`src/rtl/nn_pkg.sv`:
```
// Shared types and helpers for the neuron accumulation datapath:
// controller state encoding and signed saturation bounds for a given width.
package nn_pkg;

  typedef enum logic [1:0] {
    IDLE  = 2'd0,
    ACCUM = 2'd1,
    DONE  = 2'd2
  } acc_state_t;

  function automatic logic signed [63:0] sat_max(input int unsigned width);
    return (64'sd1 <<< (width - 1)) - 64'sd1;
  endfunction

  function automatic logic signed [63:0] sat_min(input int unsigned width);
    return -(64'sd1 <<< (width - 1));
  endfunction

endpackage

```
`src/rtl/neuron_accumulator_ctrl_adder.sv`:
```
// Combinational two's-complement adder; operands are sign-extended to SUM_WIDTH
// so a SUM_WIDTH one bit wider than the addends never wraps.
module neuron_accumulator_ctrl_adder #(
  parameter int ADDEND_WIDTH = 24,
  parameter int SUM_WIDTH    = 25
) (
  input  logic [ADDEND_WIDTH-1:0] a,
  input  logic [ADDEND_WIDTH-1:0] b,
  output logic [SUM_WIDTH-1:0]    sum
);

  assign sum = SUM_WIDTH'($signed(a)) + SUM_WIDTH'($signed(b));

endmodule

```
`src/rtl/neuron_accumulator_ctrl.sv`:
```
// Forms bias + sum of NUM_TERMS signed terms with one shared adder, saturating to ACC_WIDTH.
// One term per cycle; result held until consumer handshake, back-to-back start allowed in DONE.
module neuron_accumulator_ctrl
  import nn_pkg::*;
#(
  parameter int DATA_WIDTH = 16,
  parameter int ACC_WIDTH  = 24,
  parameter int NUM_TERMS  = 8
) (
  input  logic                               clk_in,
  input  logic                               rst_n_in,
  input  logic                               start_in,
  input  logic [ACC_WIDTH-1:0]               bias_in,
  input  logic [DATA_WIDTH-1:0]              term_in,
  input  logic                               term_valid_in,
  output logic                               term_ready_out,
  output logic [ACC_WIDTH-1:0]               result_out,
  output logic                               result_valid_out,
  input  logic                               result_ready_in,
  output logic                               overflow_out,
  output logic                               busy_out,
  output logic [$clog2(NUM_TERMS+1)-1:0]     count_out
);

  localparam int CW = $clog2(NUM_TERMS + 1);
  localparam logic [CW-1:0]        LAST_IDX = CW'(NUM_TERMS - 1);
  localparam logic [ACC_WIDTH-1:0] MAX_VAL  = ACC_WIDTH'(sat_max(ACC_WIDTH));
  localparam logic [ACC_WIDTH-1:0] MIN_VAL  = ACC_WIDTH'(sat_min(ACC_WIDTH));

  acc_state_t state, state_nxt;

  logic [ACC_WIDTH-1:0] acc;
  logic [CW-1:0]        count;
  logic                 overflow;

  logic load;
  logic accept;
  logic clear_count;

  logic [ACC_WIDTH-1:0] term_ext;
  logic [ACC_WIDTH:0]   sum;
  logic                 sat_event;
  logic [ACC_WIDTH-1:0] sum_sat;

  assign term_ext = ACC_WIDTH'($signed(term_in));

  neuron_accumulator_ctrl_adder #(
    .ADDEND_WIDTH (ACC_WIDTH),
    .SUM_WIDTH    (ACC_WIDTH + 1)
  ) u_adder (
    .a   (acc),
    .b   (term_ext),
    .sum (sum)
  );

  // The extra sum bit disagreeing with the result sign bit means the true sum left the range.
  assign sat_event = sum[ACC_WIDTH] ^ sum[ACC_WIDTH-1];
  assign sum_sat   = !sat_event      ? sum[ACC_WIDTH-1:0] :
                     sum[ACC_WIDTH]  ? MIN_VAL : MAX_VAL;

  always_ff @(posedge clk_in or negedge rst_n_in) begin
    if (!rst_n_in) begin
      state <= IDLE;
    end else begin
      state <= state_nxt;
    end
  end

  always_comb begin
    state_nxt        = state;
    load             = 1'b0;
    accept           = 1'b0;
    clear_count      = 1'b0;
    term_ready_out   = 1'b0;
    result_valid_out = 1'b0;
    unique case (state)
      IDLE: begin
        if (start_in) begin
          load      = 1'b1;
          state_nxt = ACCUM;
        end
      end
      ACCUM: begin
        term_ready_out = 1'b1;
        if (term_valid_in) begin
          accept = 1'b1;
          if (count == LAST_IDX) begin
            state_nxt = DONE;
          end
        end
      end
      DONE: begin
        result_valid_out = 1'b1;
        if (result_ready_in) begin
          if (start_in) begin
            load      = 1'b1;
            state_nxt = ACCUM;
          end else begin
            clear_count = 1'b1;
            state_nxt   = IDLE;
          end
        end
      end
      default: state_nxt = IDLE;
    endcase
  end

  always_ff @(posedge clk_in or negedge rst_n_in) begin
    if (!rst_n_in) begin
      acc      <= '0;
      count    <= '0;
      overflow <= 1'b0;
    end else if (load) begin
      acc      <= bias_in;
      count    <= '0;
      overflow <= 1'b0;
    end else if (accept) begin
      acc      <= sum_sat;
      count    <= count + CW'(1);
      overflow <= overflow | sat_event;
    end else if (clear_count) begin
      count    <= '0;
    end
  end

  assign result_out   = acc;
  assign overflow_out = overflow;
  assign count_out    = count;
  assign busy_out     = (state != IDLE);

endmodule

```
`config.mk`:
```
export PLATFORM = sky130hd
export DESIGN_NAME = neuron_accumulator_ctrl
export DESIGN_NICKNAME = d
export VERILOG_FILES = /design/src/rtl/nn_pkg.sv /design/src/rtl/neuron_accumulator_ctrl_adder.sv /design/src/rtl/neuron_accumulator_ctrl.sv
export SDC_FILE = /design/constraint.sdc
export NUM_CORES = 1
export LEC_CHECK = 0
export BUFFER_PORTS_ARGS = -buffer_cell sky130_fd_sc_hd__buf_4
export CORE_MARGIN = 4
export CORE_UTILIZATION = 42
export DETAILED_ROUTE_END_ITERATION = 10
export PLACE_DENSITY = 0.68
export REMOVE_ABC_BUFFERS = 1
export SETUP_SLACK_MARGIN = 0.05
export SLEW_MARGIN = 40
export SYNTH_ARGS = -nofsm -noshare
export SYNTH_HDL_FRONTEND = slang
export SYNTH_SLANG_ARGS = --single-unit
```
`constraint.sdc`:
```
create_clock -name clk_in -period 2.8 [get_ports clk_in]
set_input_delay 0.56 -clock clk_in [delete_from_list [all_inputs] [get_ports clk_in]]
set_output_delay 0.56 -clock clk_in [all_outputs]
set_load 0.05 [all_outputs]
```
==> metrics.txt, run 1 <==
outcome finished, final reports clean; Post-Route Skew 0.0104 ns; critical path's largest stage delay 0.40 ns; detailed-route DRC error count 0; average wire length per cell after detail routing 16.7 um; Crit path arrival time 2.96 ns; post-synthesis instance area 2900 um2; clock tree buffer depth 2; HPWL Detailed 7580 um; end-of-flow core utilization 67.4%; pin count of the biggest net entering global routing 32; Die Wd 91.0 um; clock tree from TritonCTS done; synth-to-layout area growth 52.0%; count of warnings emitted by yosys 0; number of port buffers 76; DR vias 3379; total I/O pin count 77; worst min-delay path class primary input to asynchronous set/reset pin; area of the core region 6530 um2; row cnt 29; number of global-route vias before repair 3355; Final Hold Fails 0; sequential cell area fraction in the yosys report 26.8%; Clock Tree Root sky130_fd_sc_hd__clkbuf_8; Avg Inst Size Synth 8.02 um2; proportion of netlist area held by the largest area contributor 26.8%; Placed Cells 577; Final ANT Viol Nets 0; sequential cell area 776 um2; internal reg-to-reg setup slack 0.02 ns; final global-route overflow total 0; final-stage net count 585; total clock buffers created by CTS 5; normalized max-slew margin 58.1%; 1st-iter DRT viols 145; number of register bits inferred by synthesis 31; Worst Setup End Kind register; Setup Viol. Count Final 0; minimum clock period after layout 2.78 ns; initial antenna violation count 0; y dimension of the die 91.0 um; Die ar. 8290 um2; Leak Pwr 2.05 nW; post-detailed-routing wire length 9870 um; type of the setup path with the least slack register to register; number of inserted diodes 0; number of max-cap violations 0; DRT Pass-1 Iters 4; final weighted congestion in routability-driven placement 0.949; main area contributors after synthesis sky130_fd_sc_hd__dfrtp_1, sky130_fd_sc_hd__ha_1, sky130_fd_sc_hd__a21oi_1, sky130_fd_sc_hd__nand2_1, sky130_fd_sc_hd__o21ai_0; Slew @ Worst Pin 0.626 ns; Async SR Flop Fraction 100%; upper clock frequency limit 359 MHz; fraction of layout cells with a size suffix above 1 39.8%; list of cells traversed by the critical path ha_2, buf_6, a211oi_4, o211ai_1, and4b_1, o211a_4, or3_4, mux2i_4, buf_4, or3_1, o211ai_1; global-route wire length before repair 15900 um; RSZ-0062 raised after global routing yes; cell area power density 1500 nW/um2; prevailing post-synth register cell sky130_fd_sc_hd__dfrtp_1; minimum setup slack after placement -0.328 ns; Clk pin slew, worst setup/hold paths 0.08 ns; total area of multi-input combinational cells 2170 um2; number of enable-type register cells in the synthesized netlist 0; Num Clock Sinks 31; All-Layer GR Usage 23.1%; vias per std cell 5.71; largest driver fanout on the critical path 7; insertion delay of the later-clocked pin in the worst-skew pair 0.29 ns; post-layout instance count excluding filler cells 592; cell occurring most often along the worst timing path sky130_fd_sc_hd__o211ai_1; count of pins over their slew limit 0; effective utilization at floorplan 44.3%; Gate Count Post-Synth 361; required time of the critical path 2.98 ns; unique cell type count in the Yosys netlist 58; biggest area consumer among synthesized cells sky130_fd_sc_hd__dfrtp_1; highest-delay cell along the critical path sky130_fd_sc_hd__dfrtp_1; total power of the final layout 0.00661 W; number of H-tree levels 2; final clock period utilization by the worst path 99.4%; CP startpoint kind register; least setup slack across all paths after layout 0.0182 ns; worst IR drop on VDD 0.787 mV; filler cell count in the final layout 552
-- per-layer routing --
layer | up-vias | part of all wire [%] | track usage (%)
met4 | 0 | 1.7 | 5.15
met1 | 1605 | 45 | 31.0
met5 | - | 0 | 0
met3 | 21 | 6.1 | 4.79
li1 | 1644 | - | -
met2 | 109 | 47 | 38.5
-- cells by family after synthesis --
family / count (synthesis) / share of synthesized area [%]
AND/OR/NAND/NOR: 110 / 18.8
buffers and inverters: 24 / 3.41
XOR/XNOR: 21 / 6.35
adder cells (fa/ha/maj): 26 / 11.5
flip-flops: 31 / 26.8
AO/OA/AOI/OAI: 147 / 32.1
multiplexers: 2 / 1.12
-- worst max-delay path, delay by kind of cell, from the launching register on --
kind,cells,cell delay [ns]
AOI/OAI and AO/OA,4,0.83
and+or+nand+nor,3,0.74
DFF,1,0.40
buffers and inverters,2,0.32
muxes,1,0.20
adders and majority gates,1,0.19
-- where the power goes --
group / switching, W / internal (W)
Clock: 0.000186 / 0.000288
Sequential: 0.000227 / 0.000686
Combinational: 0.00290 / 0.00233
Total: 0.00331 / 0.00330
-- synth_stat cells, types with 7 or more instances --
cell,number
sky130_fd_sc_hd__nor2_1,15
sky130_fd_sc_hd__o2bb2ai_1,8
sky130_fd_sc_hd__a21oi_1,48
sky130_fd_sc_hd__nand2_1,47
sky130_fd_sc_hd__inv_1,11
sky130_fd_sc_hd__nand2b_1,8
sky130_fd_sc_hd__clkbuf_1,11
sky130_fd_sc_hd__or3_1,7
sky130_fd_sc_hd__dfrtp_1,31
sky130_fd_sc_hd__xor2_1,7
sky130_fd_sc_hd__ha_1,25
sky130_fd_sc_hd__o22ai_1,7
sky130_fd_sc_hd__o211ai_1,16
sky130_fd_sc_hd__o21ai_0,32
sky130_fd_sc_hd__xnor2_1,14
-- sequential cells by signal, indices dropped and copies added (netlist names) --
| register | cells |
|---|---|
| result_out | 24 |
| count_out | 4 |
| state | 2 |
| overflow_out | 1 |
-- cell type report --
type                    count  share of cell area, %
repair buffers            159                   27.2
multi-input cells         306                   49.3
clock inverters             2                  0.796
inverters                  11                  0.938
flip-flops and latches     31                   17.6
well taps                  77                   2.19
clock buffers               6                   1.88
-- path summary, 6_finish.rpt --
check	start	to	cells past startpoint
min in group clk_in	overflow_out	overflow_out	2
max in group asynchronous	rst_n_in	result_out[23]	1
setup reg to reg	result_out[0]	result_out[21]	11
hold reg to reg	overflow_out	overflow_out	2
hold / removal	rst_n_in	result_out[17]	1
setup / recovery	result_out[0]	result_out[21]	11
-- layout by cell type (no fill, tap or decap), types with 2 or more instances in the layout --
cell	netlist	layout
sky130_fd_sc_hd__ha_1	25	19
sky130_fd_sc_hd__nor2b_1	4	4
sky130_fd_sc_hd__xor2_1	7	7
sky130_fd_sc_hd__o21bai_1	2	2
sky130_fd_sc_hd__xnor2_1	14	14
sky130_fd_sc_hd__clkbuf_8	0	6
sky130_fd_sc_hd__or3_4	1	2
sky130_fd_sc_hd__nand4_1	2	2
sky130_fd_sc_hd__nor2_1	15	15
sky130_fd_sc_hd__and3_1	2	2
sky130_fd_sc_hd__nand2b_1	8	7
sky130_fd_sc_hd__o2bb2ai_1	8	3
sky130_fd_sc_hd__buf_4	0	156
sky130_fd_sc_hd__a21oi_1	48	41
sky130_fd_sc_hd__inv_1	11	11
sky130_fd_sc_hd__ha_4	0	2
sky130_fd_sc_hd__o21ai_2	0	2
sky130_fd_sc_hd__dfrtp_1	31	31
sky130_fd_sc_hd__a211o_1	3	3
sky130_fd_sc_hd__o2bb2ai_2	0	5
sky130_fd_sc_hd__a21o_1	4	4
sky130_fd_sc_hd__nor3_1	5	5
sky130_fd_sc_hd__o21a_1	4	4
sky130_fd_sc_hd__or3_1	7	6
sky130_fd_sc_hd__nand2_1	47	47
sky130_fd_sc_hd__nand3_1	5	5
sky130_fd_sc_hd__a21boi_0	2	2
sky130_fd_sc_hd__ha_2	0	4
sky130_fd_sc_hd__a31oi_1	3	3
sky130_fd_sc_hd__buf_6	1	2
sky130_fd_sc_hd__and2_0	2	2
sky130_fd_sc_hd__o21ai_1	2	10
sky130_fd_sc_hd__or2_2	2	2
sky130_fd_sc_hd__o22ai_1	7	7
sky130_fd_sc_hd__o211ai_1	16	16
sky130_fd_sc_hd__nor3b_1	2	2
sky130_fd_sc_hd__a21oi_2	1	8
sky130_fd_sc_hd__o21ai_0	32	22
-- timing repair --
item / 4_1_cts / 5_1_grt
endpoints found under the setup margin: 8 / 23
hold buffers: 0 / 0
setup buffers: 0 / 6
pin swaps: 0 / 11
gates resized for setup: 4 / 36
gates cloned: 0 / 1
-- stage by stage --
step | instance area, um2 | hold slack (ns) | setup TNS (ns)
2_1_floorplan | 2840 | 0.264 | -5.20
3_3_place_gp | 4080 | 0.499 | -4.42
3_5_place_dp | 4080 | 0.495 | -4.77
4_1_cts | 4220 | 0.222 | 0
5_1_grt | 4400 | 0.236 | -0.554
6_report | 4400 | 0.215 | 0
Note: power is estimated with default switching activity, not from simulation.
==> run 2: changes to the inputs <==
--- a/config.mk
+++ b/config.mk
@@ -7,9 +7,9 @@
 export LEC_CHECK = 0
 export BUFFER_PORTS_ARGS = -buffer_cell sky130_fd_sc_hd__buf_4
 export CORE_MARGIN = 4
-export CORE_UTILIZATION = 42
+export CORE_UTILIZATION = 40
 export DETAILED_ROUTE_END_ITERATION = 10
-export PLACE_DENSITY = 0.68
+export PLACE_DENSITY = 0.65
 export REMOVE_ABC_BUFFERS = 1
 export SETUP_SLACK_MARGIN = 0.05
 export SLEW_MARGIN = 40
==> run 2 against run 1 <==
Compared with the run above:
- clock-buffer cell count grew 2
- critical path depth up 1
- clock power fell by 13%
- non-clock buffer count is 5 lower
- final area barely moved
- global-route usage decreased by 0.75 points
- fmax rose by 2.0%
- via count unchanged
- clock skew hardly changed
- die area rose by 4.6%
- critical endpoint unchanged
- largest power group unchanged
==> metrics.txt, run 2 (synthesis gave the netlist of run 1 again) <==
Crit path arrival time 2.90 ns (was 2.96 ns); fraction of power consumed by combinational cells 79.5% (was 79.0%); Die ar. 8660 um2 (was 8290 um2); largest driver fanout on the critical path 5 (was 7); DRT Pass-1 Iters 5 (was 4); number of port buffers 76 (unchanged); 1st-iter DRT viols 162 (was 145); y dimension of the die 93.1 um (was 91.0 um); area of the core region 6910 um2 (was 6530 um2); row cnt 30 (was 29); Slew @ Worst Pin 0.589 ns (was 0.626 ns); HPWL Detailed 7440 um (was 7580 um); type of the setup path with the least slack primary input to register (was register to register); insertion delay of the later-clocked pin in the worst-skew pair 0.29 ns (about the same); Clk pin slew, worst setup/hold paths 0.08 ns (about the same); number of inserted diodes 0 (unchanged); final clock period utilization by the worst path 97.4% (was 99.4%); post-detailed-routing wire length 9830 um (was 9870 um); CP startpoint kind primary input (was register); worst IR drop on VDD 0.699 mV (was 0.787 mV); final weighted congestion in routability-driven placement 0.857 (was 0.949); normalized max-slew margin 60.5% (was 58.1%); Post-Route Skew 0.0106 ns (was 0.0104 ns); RSZ-0062 raised after global routing yes (unchanged); most common library cell in the layout ignoring fill and taps sky130_fd_sc_hd__buf_4 (unchanged); switching power 0.00327 W (was 0.00331 W); final instance area 4400 um2 (about the same); initial antenna violation count 0 (unchanged); Setup Viol. Count Final 0 (unchanged); total clock buffers created by CTS 5 (unchanged); Die Wd 93.1 um (was 91.0 um); count of pins over their slew limit 0 (unchanged); post-placement cell area 4080 um2 (about the same); average wire length per cell after detail routing 16.2 um (was 16.7 um); synth-to-layout area growth 51.9% (was 52.0%); clock tree from TritonCTS done (unchanged); total power of the final layout 0.00648 W (was 0.00661 W); total I/O pin count 77 (unchanged); minimum clock period after layout 2.73 ns (was 2.78 ns); final-stage net count 580 (was 585); All-Layer GR Usage 22.4% (was 23.1%); clock share of power 6.4% (was 7.2%); effective utilization at floorplan 41.9% (was 44.3%); fraction of layout cells with a size suffix above 1 38.4% (was 39.8%); switching part of the total 50.5% (was 50.0%); number of flip-flops in the largest register 24 (unchanged); upper clock frequency limit 367 MHz (was 359 MHz); cell area power density 1470 nW/um2 (was 1500 nW/um2); Clock Tree Root sky130_fd_sc_hd__clkbuf_8 (unchanged); worst min-delay path class primary input to asynchronous set/reset pin (unchanged); pin count of the biggest net entering global routing 32 (unchanged); vias per std cell 5.58 (was 5.71); commonest cells after routing, fill and taps aside sky130_fd_sc_hd__buf_4, sky130_fd_sc_hd__nand2_1, sky130_fd_sc_hd__a21oi_1 (unchanged); clock tree buffer depth 2 (unchanged); number of H-tree levels 2 (unchanged); Total Neg Setup Slack 0 ns (unchanged); Final Hold Fails 0 (unchanged); global-route wire length before repair 15500 um (was 15900 um); DR vias 3379 (unchanged); number of global-route vias before repair 3250 (was 3355); worst hold margin 0.205 ns (was 0.215 ns); Leak Pwr 2.01 nW (was 2.05 nW); Internal Pwr Total 0.00321 W (was 0.00330 W); required time of the critical path 2.98 ns (about the same); cts-stage hold buffer count 0 (unchanged); outcome finished, final reports clean (unchanged); final global-route overflow total 0 (unchanged); Worst Setup End Kind register (unchanged); filler cell count in the final layout 629 (was 552); number of max-cap violations 0 (unchanged); sequential group share of total power 14.1% (was 13.8%); Num Clock Sinks 31 (unchanged); Final ANT Viol Nets 0 (unchanged); detailed-route DRC error count 0 (unchanged)
==> run 2: changes by cell type in the layout (fill, tap and decap cells not counted), sizes merged <==
cell and delta:
buf -5, bufinv -1, clkbuf +2, clkinv -1
==> run 2: area by class of cell <==
type	count	area (um2)	share of cell area (%)
Clock buffer	8	100	2.28
Sequential cell	31	776	17.6
Tap cell	96	120	2.73
Inverter	11	41.3	0.939
Timing Repair Buffer	154	1170	26.5
Multi-Input combinational cell	306	2190	49.9
==> run 2: worst max-delay path: stages <==
cell,delay [ns]
sky130_fd_sc_hd__buf_4,0.11
sky130_fd_sc_hd__ha_2,0.18
sky130_fd_sc_hd__buf_6,0.12
sky130_fd_sc_hd__a211oi_4,0.24
sky130_fd_sc_hd__o211ai_1,0.20
sky130_fd_sc_hd__and4b_1,0.28
sky130_fd_sc_hd__o211a_4,0.26
sky130_fd_sc_hd__or3_4,0.34
sky130_fd_sc_hd__mux2i_4,0.22
sky130_fd_sc_hd__buf_4,0.20
sky130_fd_sc_hd__or3_1,0.12
sky130_fd_sc_hd__o211ai_1,0.08
==> run 2: power by group through the flow <==
| stage | registers (W) | clock network (W) | logic, W |
|---|---|---|---|
| 6_report | 0.000914 | 0.000412 | 0.00516 |
| 5_1_grt | 0.000946 | 0.000432 | 0.00559 |
| 4_1_cts | 0.000897 | 0.000416 | 0.00481 |
| 3_5_place_dp | 0.000902 | 0 | 0.00476 |
| 3_3_place_gp | 0.000896 | 0 | 0.00472 |
| 2_1_floorplan | 0.00158 | 0 | 0.00229 |
==> run 2: layer usage <==
metal / GRT usage, % / part of all wire, % / vias to the layer above
met4: 7.08 / 1.8 / 0
met1: 30.6 / 45 / 1614
met5: 0 / 0 / -
met2: 36.1 / 47 / 112
met3: 3.62 / 6.5 / 16
li1: - / - / 1637
==> run 2: metrics by stage <==
stage / util, % / instances / setup slack, ns
after detailed placement: 59.1 / 593 / -0.301
after CTS: 60.8 / 601 / 0.0525
after global placement: 59.1 / 593 / -0.316
after global routing: 63.7 / 606 / -0.0261
final: 63.7 / 606 / 0.0728
after floorplan: - / 348 / -0.275
==> run 2: timing repair <==
item | CTS | global route
resized for setup | 5 | 34
pin swaps | 2 | 18
endpoints found under the setup margin | 7 | 23
gates cloned | 0 | 1
setup buffers | 0 | 4
==> run 2: worst paths after layout <==
path	from	endpoint	slack, ns	cells past startpoint
hold reg to reg	result_out[17]	result_out[17]	0.53	2
setup / recovery	term_in[0]	result_out[21]	0.07	12
hold / removal	rst_n_in	result_out[17]	0.20	1
setup reg to reg	result_out[0]	result_out[21]	0.07	11
max in group asynchronous	rst_n_in	result_out[23]	2.26	1
min in group clk_in	bias_in[9]	result_out[9]	0.51	3
